===== config.mk =====
export PLATFORM = sky130hd
export DESIGN_NAME = bct_posit_mul_seq_flat
export DESIGN_NICKNAME = d
export VERILOG_FILES = /design/src/rtl/posit_pkg.sv /design/src/rtl/bct_posit_mul_seq_if.sv /design/src/rtl/bct_posit_encode_rnd.sv /design/src/rtl/data_extract_v1.sv /design/src/rtl/bct_posit_mul_seq.sv /design/src/flat_wrapper.sv
export SDC_FILE = /design/constraint.sdc
export NUM_CORES = 1
export LEC_CHECK = 0
export BUFFER_PORTS_ARGS = -buffer_cell sky130_fd_sc_hd__buf_2
export CAP_MARGIN = 40
export CORE_AREA = 2 2 326 328
export CTS_CLUSTER_DIAMETER = 80
export DETAILED_ROUTE_END_ITERATION = 10
export DIE_AREA = 0 0 328 330
export PLACE_DENSITY = 0.46
export SETUP_SLACK_MARGIN = 0.4
export SLEW_MARGIN = 0
export SYNTH_ARGS = -nofsm -noshare
export SYNTH_HDL_FRONTEND = slang
export SYNTH_SLANG_ARGS = --single-unit

===== constraint.sdc =====
create_clock -name clock -period 30.7 [get_ports clock]
set_input_delay 0 -clock clock [delete_from_list [all_inputs] [get_ports clock]]
set_output_delay 0 -clock clock [all_outputs]
set_load 0.01 [all_outputs]

===== src/rtl/posit_pkg.sv =====
// Shared posit definitions: widths, special encodings, FSM states
// and the regime/exponent scale helper.
package posit_pkg;

    function automatic int log2(input int v);
        int r;
        r = 0;
        for (int i = 0; i < 32; i++) begin
            if ((1 << i) < v) r = i + 1;
        end
        return r;
    endfunction

    localparam int N  = 32;
    localparam int ES = 2;
    localparam int M  = N - ES;
    localparam int BS = log2(N);
    // signed scale width
    localparam int SW = BS + ES + 2;
    // product and fraction widths
    localparam int PW = 2 * (M + 1);
    localparam int FW = PW - 1;
    // iteration counter width
    localparam int CW = 5;

    localparam logic [N-1:0] POSIT_ZERO = '0;
    localparam logic [N-1:0] POSIT_NAR  = {1'b1, {(N-1){1'b0}}};
    localparam logic [N-1:0] MAXPOS     = {1'b0, {(N-1){1'b1}}};
    localparam logic [N-1:0] MINPOS     = {{(N-1){1'b0}}, 1'b1};

    typedef enum logic [2:0] {
        IDLE,
        DECODE,
        MULT,
        ROUND,
        DONE
    } state_t;

    function automatic logic signed [SW-1:0] scale_of(
        input logic          rc,
        input logic [BS-1:0] k,
        input logic [ES-1:0] e
    );
        logic signed [SW-1:0] r;
        r = rc ? $signed(SW'(k)) : -$signed(SW'(k));
        return (r <<< ES) + $signed(SW'(e));
    endfunction

endpackage


===== src/rtl/bct_posit_mul_seq_if.sv =====
// Request/response bundle of the sequential posit multiplier.
// master drives start/operands, slave returns busy/out/done.
interface bct_posit_mul_seq_if;
    import posit_pkg::*;

    logic         start;
    logic [N-1:0] in1;
    logic [N-1:0] in2;
    logic         busy;
    logic [N-1:0] out;
    logic         done;

    modport master (
        output start, in1, in2,
        input  busy, out, done
    );

    modport slave (
        input  start, in1, in2,
        output busy, out, done
    );

endinterface


===== src/rtl/bct_posit_encode_rnd.sv =====
// Combinational posit encoder: sign/scale/fraction to N-bit posit
// with regime shift, round-to-nearest-even and saturation.
module bct_posit_encode_rnd
    import posit_pkg::*;
(
    input  logic                 sign,
    input  logic signed [SW-1:0] sc,
    input  logic [FW-1:0]        frac,
    output logic [N-1:0]         posit
);

    localparam int BW = N - 1;
    localparam int XW = 2 + ES + FW;
    localparam int YW = XW + BW;
    localparam logic signed [SW-1:0] KMAX = SW'(N - 2);
    localparam logic signed [SW-1:0] KMIN = SW'(-(N - 1));

    logic signed [SW-1:0] k;
    logic [SW-1:0]        sh;
    logic [YW-1:0]        y;
    logic [YW-1:0]        ys;
    logic [BW-1:0]        body;
    logic [BW-1:0]        body_r;
    logic                 guard;
    logic                 sticky;
    logic                 up;
    logic [N-1:0]         mag;

    // regime pattern is pre-seeded so the arithmetic shift
    // extends the run with the correct fill bit
    always_comb begin
        k      = sc >>> ES;
        sh     = k[SW-1] ? ~k : k;
        y      = {~k[SW-1], k[SW-1], sc[ES-1:0], frac,
                  {BW{1'b0}}};
        ys     = $signed(y) >>> sh;
        body   = ys[YW-1 -: BW];
        guard  = ys[YW-N];
        sticky = |ys[YW-N-1:0];
        up     = guard & (sticky | body[0]);
        body_r = body + BW'(up);
        mag    = {1'b0, body_r};
        if (k >= KMAX) mag = MAXPOS;
        else if (k <= KMIN) mag = MINPOS;
        posit  = sign ? -mag : mag;
    end

endmodule


===== src/rtl/data_extract_v1.sv =====
// Splits a non-negative posit body into regime run, exponent
// and left-aligned mantissa (hidden bit excluded).
module data_extract_v1
    import posit_pkg::*;
(
    input  logic [N-2:0]  body,
    output logic          rc,
    output logic [BS-1:0] regime,
    output logic [ES-1:0] exp,
    output logic [M-1:0]  mant
);

    logic [BS:0]  len;
    logic         stop;
    logic [N-2:0] rest;

    // measure the regime run, then strip run + terminator
    always_comb begin
        rc   = body[N-2];
        len  = '0;
        stop = 1'b0;
        for (int i = N - 2; i >= 0; i--) begin
            if (!stop && (body[i] == rc)) len = len + 1'b1;
            else stop = 1'b1;
        end
        rest   = body << len;
        rest   = rest << 1;
        exp    = rest[N-2 -: ES];
        mant   = {rest[N-2-ES:0], 1'b0};
        regime = rc ? BS'(len - 1'b1) : BS'(len);
    end

endmodule


===== src/rtl/bct_posit_mul_seq.sv =====
// Multi-cycle posit multiplier: decode, shift-add, round/encode.
// POSIT_MUL_EARLY_DONE_EN: special operands skip the MULT phase.
module bct_posit_mul_seq
    import posit_pkg::*;
(
    input  logic                clock,
    input  logic                reset,
    bct_posit_mul_seq_if.slave  bus
);

    localparam int BW = N - 1;
    localparam logic [CW-1:0] CNT_LAST = CW'(M);

    state_t state;
    state_t state_nxt;

    logic [N-1:0]         op1;
    logic [N-1:0]         op2;
    logic                 sign_q;
    logic                 nar_q;
    logic                 zero_q;
    logic signed [SW-1:0] sc_q;
    logic [M:0]           mcand;
    logic [PW-1:0]        acc;
    logic [CW-1:0]        cnt;
    logic [N-1:0]         out_q;

    logic [BW-1:0]        abs1;
    logic [BW-1:0]        abs2;
    logic                 rc1;
    logic                 rc2;
    logic [BS-1:0]        k1;
    logic [BS-1:0]        k2;
    logic [ES-1:0]        e1;
    logic [ES-1:0]        e2;
    logic [M-1:0]         m1;
    logic [M-1:0]         m2;
    logic                 nar_d;
    logic                 zero_d;
    logic [M+1:0]         psum;
    logic [FW-1:0]        frac;
    logic signed [SW-1:0] sc_fin;
    logic [N-1:0]         enc;

    assign abs1 = op1[N-1] ? BW'(-op1) : op1[BW-1:0];
    assign abs2 = op2[N-1] ? BW'(-op2) : op2[BW-1:0];

    assign nar_d  = (op1 == POSIT_NAR) || (op2 == POSIT_NAR);
    assign zero_d = (op1 == POSIT_ZERO) || (op2 == POSIT_ZERO);

    data_extract_v1 u_ext1 (
        .body   (abs1),
        .rc     (rc1),
        .regime (k1),
        .exp    (e1),
        .mant   (m1)
    );

    data_extract_v1 u_ext2 (
        .body   (abs2),
        .rc     (rc2),
        .regime (k2),
        .exp    (e2),
        .mant   (m2)
    );

    assign psum = {1'b0, acc[PW-1:M+1]}
                + (acc[0] ? {1'b0, mcand} : '0);

    // product >= 2 bumps the scale and drops one more MSB
    assign frac = acc[PW-1] ? acc[PW-2:0]
                            : {acc[PW-3:0], 1'b0};
    assign sc_fin = sc_q
                  + $signed({{(SW-1){1'b0}}, acc[PW-1]});

    bct_posit_encode_rnd u_enc (
        .sign  (sign_q),
        .sc    (sc_fin),
        .frac  (frac),
        .posit (enc)
    );

    // state register
    always_ff @(posedge clock) begin
        if (reset) state <= IDLE;
        else state <= state_nxt;
    end

    // next state and status outputs
    always_comb begin
        state_nxt = state;
        bus.busy  = 1'b1;
        bus.done  = 1'b0;
        unique case (state)
            IDLE: begin
                bus.busy = 1'b0;
                if (bus.start) state_nxt = DECODE;
            end
            DECODE: begin
`ifdef POSIT_MUL_EARLY_DONE_EN
                if (nar_d || zero_d) state_nxt = ROUND;
                else state_nxt = MULT;
`else
                state_nxt = MULT;
`endif
            end
            MULT: begin
                if (cnt == CNT_LAST) state_nxt = ROUND;
            end
            ROUND: state_nxt = DONE;
            DONE: begin
                bus.done  = 1'b1;
                state_nxt = IDLE;
            end
            default: state_nxt = IDLE;
        endcase
    end

    // operand capture, decode, shift-add and result latch
    always_ff @(posedge clock) begin
        if (reset) begin
            op1    <= '0;
            op2    <= '0;
            sign_q <= 1'b0;
            nar_q  <= 1'b0;
            zero_q <= 1'b0;
            sc_q   <= '0;
            mcand  <= '0;
            acc    <= '0;
            cnt    <= '0;
            out_q  <= '0;
        end else begin
            unique case (state)
                IDLE: begin
                    if (bus.start) begin
                        op1 <= bus.in1;
                        op2 <= bus.in2;
                    end
                end
                DECODE: begin
                    sign_q <= op1[N-1] ^ op2[N-1];
                    nar_q  <= nar_d;
                    zero_q <= zero_d;
                    sc_q   <= scale_of(rc1, k1, e1)
                            + scale_of(rc2, k2, e2);
                    mcand  <= {1'b1, m1};
                    acc    <= {{(M+1){1'b0}}, 1'b1, m2};
                    cnt    <= '0;
                end
                MULT: begin
                    acc <= {psum, acc[M:1]};
                    cnt <= cnt + 1'b1;
                end
                ROUND: begin
                    if (nar_q) out_q <= POSIT_NAR;
                    else if (zero_q) out_q <= POSIT_ZERO;
                    else out_q <= enc;
                end
                default: begin
                end
            endcase
        end
    end

    assign bus.out = out_q;

endmodule


===== src/flat_wrapper.sv =====
// flat-port wrapper written by rule: the top's interface ports become plain ports
module bct_posit_mul_seq_flat import posit_pkg::*;
  (clock, reset, bus_start, bus_in1, bus_in2, bus_busy, bus_out, bus_done);
  bct_posit_mul_seq_if bus_i ();
  input  logic clock;
  input  logic reset;
  input wire logic [$bits(bus_i.start)-1:0] bus_start;
  input wire logic [$bits(bus_i.in1)-1:0] bus_in1;
  input wire logic [$bits(bus_i.in2)-1:0] bus_in2;
  output wire logic [$bits(bus_i.busy)-1:0] bus_busy;
  output wire logic [$bits(bus_i.out)-1:0] bus_out;
  output wire logic [$bits(bus_i.done)-1:0] bus_done;
  assign bus_i.start = bus_start;
  assign bus_i.in1 = bus_in1;
  assign bus_i.in2 = bus_in2;
  assign bus_busy = bus_i.busy;
  assign bus_out = bus_i.out;
  assign bus_done = bus_i.done;
  bct_posit_mul_seq u_core (.clock(clock), .reset(reset), .bus(bus_i));
endmodule

==> results of run 1 <==
-- how the worst max path moves through the flow --
stage / start / end / slack (ps) / cells after the start
CTS: u_core.op2[0]$_SDFFE_PP0P_ / u_core.sc_q[35]$_SDFFE_PP0P_ / 2530 / 116
global route: u_core.op2[0]$_SDFFE_PP0P_ / u_core.sc_q[35]$_SDFFE_PP0P_ / 450 / 117
detailed placement: u_core.op2[0]$_SDFFE_PP0P_ / u_core.sc_q[35]$_SDFFE_PP0P_ / 2620 / 116
finish: u_core.op1[2]$_SDFFE_PP0P_ / u_core.sc_q[35]$_SDFFE_PP0P_ / 2820 / 122
floorplan: u_core.op2[0]$_SDFFE_PP0P_ / u_core.sc_q[35]$_SDFFE_PP0P_ / 5860 / 129
global placement: u_core.op2[0]$_SDFFE_PP0P_ / u_core.sc_q[35]$_SDFFE_PP0P_ / 3450 / 118
-- critical path, delay by kind of cell, from the launching register on --
family                     cells  cell delay, ps
DFF                            1             360
xor gates and xnor gates       1             230
and+or+nand+nor               25            4280
adders and majority gates     27            8410
buffers and inverters          5            1300
muxes                         15            3290
AOI/OAI and AO/OA             49            9870
-- area by class of cell --
type | count | share of cell area [%]
Tap cell | 1391 | 4.344
Clock inverter | 18 | 0.8152
Multi-Input combinational cell | 4511 | 74.90
Sequential cell | 234 | 11.70
Inverter | 128 | 1.199
Timing Repair Buffer | 270 | 4.944
Clock buffer | 38 | 2.102
-- through the flow --
| step | std cells | utilization, % | hold WS [ps] |
|---|---|---|---|
| 5_1_grt | 6590 | 38.27 | 187.7 |
| 3_5_place_dp | 6466 | 36.50 | 248.1 |
| 4_1_cts | 6588 | 38.25 | 164.2 |
| 6_report | 6590 | 38.27 | 184.9 |
| 3_3_place_gp | 6451 | 36.36 | 245.1 |
| 2_1_floorplan | 5221 | - | 136.0 |
-- state kept, by name, summed over array words and instances (netlist names) --
name / flops
u_core.acc: 62
u_core.sc_q: 36
u_core.bus.out: 32
u_core.op1: 32
u_core.op2: 32
u_core.mcand: 29
u_core.cnt: 5
u_core.state: 3
u_core.nar_q: 1
u_core.sign_q: 1
u_core.zero_q: 1
-- report_power, final --
part	leakage [uW]	total [uW]	internal, uW	switching, uW
clock	0.000576	418	263	155
sequential	0.00190	401	343	58.6
combinational	0.0121	3200	1180	2020
-- logic make-up after synthesis --
| group | share of synthesized area [%] |
|---|---|
| AND/OR/NAND/NOR | 27.68 |
| adder cells (fa/ha/maj) | 4.952 |
| buffers and inverters | 5.042 |
| flip-flops | 12.89 |
| XOR/XNOR | 11.13 |
| AO/OA/AOI/OAI | 28.65 |
| multiplexers | 9.660 |
-- layer usage --
layer / track usage, % / up-vias / routed length [um]
met5: 0 / - / 0
met4: 5.076 / 0 / 2998
met3: 2.546 / 179 / 7170
met2: 38.95 / 1209 / 60880
met1: 35.31 / 18807 / 66230
li1: - / 19255 / -
-- cell usage in the layout (no fill, tap or decap), drive strengths merged, types with 147 or more instances in the layout --
cell type	Yosys	final
nand2	713	713
nand3	192	192
buf	83	203
xnor2	270	270
nor2	477	477
o21ai	322	322
mux2i	168	168
a21oi	445	445
dfxtp	234	234
nor3	147	147
-- what timing repair did --
item | 4_1_cts | 5_1_grt
hold endpoints to repair | 132 | 0
setup endpoints to repair | 0 | 1
hold buffers | 66 | 0
resized for setup | 0 | 2
==> metrics.cfg, run 1 <==
[status]
status=complete, no violations

[place]
place.gp.congestion=0.9297
place_area_mm2=0.03821
dp_hpwl_mm=106.2
pre_cts_ws_ps=2623
portBuffers=100

[clock_tree]
postCtsSetupBuffers=0
clock-sinks=234
cts_buffer_depth=3
cts_tree=built
cts-root-buf=clkbuf_16
cts-htree-levels=1
clkTransAtPathRegs_ps=60
cts_buffers=31
clock_latency_ps=640

[worst_setup_path]
rr_worst_depth=122
cp.required_ps=31200
worst-setup-path-type=reg2reg
end_kind=flop
critPathMostFrequentCell=ha_1
worstPathMaxFanout=50
r2r-start=u_core.op1[2]$_SDFFE_PP0P_
crit_slowest_cell=nor4_2
rr_endpoint=u_core.sc_q[35]$_SDFFE_PP0P_
cp_slowest_stage_delay_ps=730
startpoint_type=flop
regToRegSetupSlack_ps=2820
cp.arrival_ps=28380

[floorplanning]
ios=101
start_util_pct=34.71
fp.dieH_um=330
num_rows=119
core_region_area_mm2=0.1047
dieArea_mm2=0.1082
die_w_um=328

[power]
peakVddDrop_mv=0.08194
power_uw=4022
cellLeakagePower_uw=0.01461
p_per_area_mw_per_mm2=100.4

[sta]
finalCritPeriodShare_pct=90.81
worst_slack_ps=2820
setup_viol=0
fin_skew_ps=53.15
maxSlewViolCount=0
hold_viol=0
rsz0062_at_grt=no
worstMarginPinSlew_ps=960.0
fin_setup_tns_ps=0
slew_headroom_pct=35.56
max_freq_mhz=35.87
timing.final.crit_period_ps=27880

[layout]
regArea_mm2=0.004686
area_delta_synth_final_pct=10.27
nets=5376
drive_gt1_share_pct=9.675
final_cell_area_mm2=0.04006
num_antenna_cells=0
multiInputGateArea_mm2=0.03001
final.fill_count=11229

[yosys]
async_flop_share_pct=0
syn_avg_cell_area_um2=6.959
yosysTopAreaCell=dfxtp_1
mappedNetlistNets=5421
synth_ff_type=dfxtp_1
synth_common_cells=nand2_1, nor2_1, a21oi_1
synth-edff-count=0
ys_seq_elements=234
synth_warnings=0
syn-cell-area_mm2=0.03633
yosysMostFrequentCell=nand2_1
synth_cell_types=111
yosysTopAreaCellShare_pct=12.89
ys_seq_area_share_pct=12.89
ys_top_cells_by_area=dfxtp_1, nand2_1, xnor2_1
synth_cells=5221

[detailed_routing]
drtAntennaViolNets=0
via_per_inst=5.986
first_iter_violations=3584
routedWlPerCell_um=20.83
route.vias.total=39450
firstDrtPassIters=5
totalWireLength_mm=137.3
drc_errors=0

[global_routing]
track_usage_pct=24.40
grt_pass1_vias=36446
grt_pass1_wl_mm=214.9
antenna_found_initial=0
grt_max_degree=80
grt-ovfl-total=0

[worst_hold_path]
min_to=u_core.op1[16]$_SDFFE_PP0P_
hold_depth=4
hp-class=in2reg
min_from=bus_in1[16]

[job]
cap_violations=0

(Power assumes the default switching activity.)
==> run 2, diff against run 1 <==
==> constraint.sdc (replaced) <==
create_clock -name clock -period 30.7 [get_ports clock]
set_input_delay 1.535 -clock clock [delete_from_list [all_inputs] [get_ports clock]]
set_output_delay 1.535 -clock clock [all_outputs]
set_load 0.01 [all_outputs]
==> metrics.cfg, run 2 (synthesis gave the netlist of run 1 again) <==
[status]
status=complete, no violations

[detailed_routing]
first_iter_violations=3724
routedWlPerCell_um=20.94
drtAntennaViolNets=0
via_per_inst=5.989
drc_errors=0
route.vias.total=39074
firstDrtPassIters=6
totalWireLength_mm=136.6

[clock_tree]
cts_buffer_depth=3
clock-sinks=234
clock_latency_ps=640
cts_tree=built
holdBufCountCts=0
cts-htree-levels=1
postCtsSetupBuffers=0
cts_buffers=31
clkTransAtPathRegs_ps=70
cts-root-buf=clkbuf_16

[floorplanning]
die_w_um=328
num_rows=119
ios=101
dieArea_mm2=0.1082
core_region_area_mm2=0.1047
start_util_pct=34.71
fp.dieH_um=330

[global_routing]
antenna_found_initial=1
grt_max_degree=80
track_usage_pct=24.30
grt_pass1_wl_mm=213.8
grt-ovfl-total=0
grt_pass1_vias=36100

[worst_setup_path]
critPathBufInv=5
crit_family=compound AO/OA/AOI/OAI gates
crit_slowest_cell=nor4_2
worst-setup-path-type=reg2reg
startpoint_type=flop
critPathMostFrequentCell=ha_1
worstPathMaxFanout=50
cp.arrival_ps=28390
cp_slowest_stage_delay_ps=720
end_kind=flop
cp.required_ps=31200

[layout]
final_cell_mix=nand2_1, nor2_1, a21oi_1, o21ai_0, xnor2_1
num_antenna_cells=0
largest_reg_flops=62
layout.cells.non_filler=6524
fin_util_pct=37.64
regMostFlops=u_core.acc
reg.largest.list=u_core.acc (62), u_core.sc_q (36)
nets=5310
final.fill_count=11295
final_common_cell=nand2_1
area_delta_synth_final_pct=8.448
drive_gt1_share_pct=9.799

[place]
portBuffers=100
place_inst=6466
dp_hpwl_mm=106.2
place.gp.congestion=0.9297

[sta]
timing.final.crit_period_ps=27890
hold_viol=0
worstMarginPinSlew_ps=947.4
finalCritPeriodShare_pct=90.84
fin_skew_ps=54.29
maxSlewViolCount=0
fin_setup_tns_ps=0
slew_headroom_pct=36.01
setup_viol=0
max_freq_mhz=35.86
rsz0062_at_grt=no

[power]
cellLeakagePower_uw=0.01433
p_per_area_mw_per_mm2=101.8
peakVddDrop_mv=0.08033

[worst_hold_path]
hp-class=reg2reg

[job]
cap_violations=0

run 2: cell count changes in the layout (fill, tap and decap cells not counted):
cell / change
dlygate4sd3_1: -66
run 2: layer usage:
layer / up-vias / wire length, um / GRT usage, % / part of all wire, %
met4: 2 / 2693 / 4.677 / 2.0
li1: 19142 / - / - / -
met1: 18601 / 66000 / 35.27 / 48
met2: 1170 / 60590 / 38.76 / 44
met3: 159 / 7327 / 2.654 / 5.4
met5: - / 13 / 0 / 0.0095
run 2: report_power, final:
| part | leakage (uW) | internal (uW) | switching [uW] |
|---|---|---|---|
| clock | 0.000576 | 263 | 155 |
| sequential | 0.00190 | 343 | 58.4 |
| combinational | 0.0119 | 1170 | 2020 |
| total | 0.0143 | 1780 | 2230 |
run 2: final timing paths:
| path | endpoint | cells past startpoint | slack, ps | startpoint |
|---|---|---|---|---|
| min reg2reg | u_core.mcand[10]$_SDFFE_PP0P_ | 2 | 450 | u_core.mcand[10]$_SDFFE_PP0P_ |
| min | u_core.mcand[10]$_SDFFE_PP0P_ | 2 | 450 | u_core.mcand[10]$_SDFFE_PP0P_ |
| max | u_core.sc_q[35]$_SDFFE_PP0P_ | 122 | 2810 | u_core.op1[2]$_SDFFE_PP0P_ |
| max reg2reg | u_core.sc_q[35]$_SDFFE_PP0P_ | 122 | 2810 | u_core.op1[2]$_SDFFE_PP0P_ |
run 2: cell type report:
| class | instances | area, um^2 | area share (%) |
|---|---|---|---|
| Multi-Input combinational cell | 4511 | 30010 | 76.15 |
| Sequential cell | 234 | 4686 | 11.89 |
| Tap cell | 1391 | 1740 | 4.417 |
| Timing Repair Buffer | 204 | 1320 | 3.350 |
| Clock buffer | 38 | 842.1 | 2.137 |
| Inverter | 128 | 480.5 | 1.219 |
| Clock inverter | 18 | 326.6 | 0.8288 |
run 2: worst register-to-register path, delay by kind of cell, from the launching register on:
kind / cells / cell delay [ps]
xor gates and xnor gates: 1 / 230
and+or+nand+nor: 25 / 4290
AOI/OAI and AO/OA: 49 / 9860
buffers and inverters: 5 / 1310
DFF: 1 / 370
muxes: 15 / 3300
adders and majority gates: 27 / 8430
run 2: per-stage QoR:
stage / cell area [um^2] / worst slack [ps] / hold WS [ps] / power, uW
CTS: 39380 / 2529 / 461.6 / 3980
global placement: 38060 / 3454 / 433.6 / 3538
global route: 39400 / 446.0 / 473.4 / 4364
floorplan: 36330 / 5855 / 416.7 / 2713
detailed placement: 38210 / 2623 / 446.8 / 3541
finish: 39400 / 2812 / 452.5 / 4012
run 2: timing repair:
| action | in CTS | in global routing |
|---|---|---|
| gates resized for setup | 0 | 2 |
| hold endpoints to repair | 0 | 0 |
| endpoints found under the setup margin | 0 | 1 |
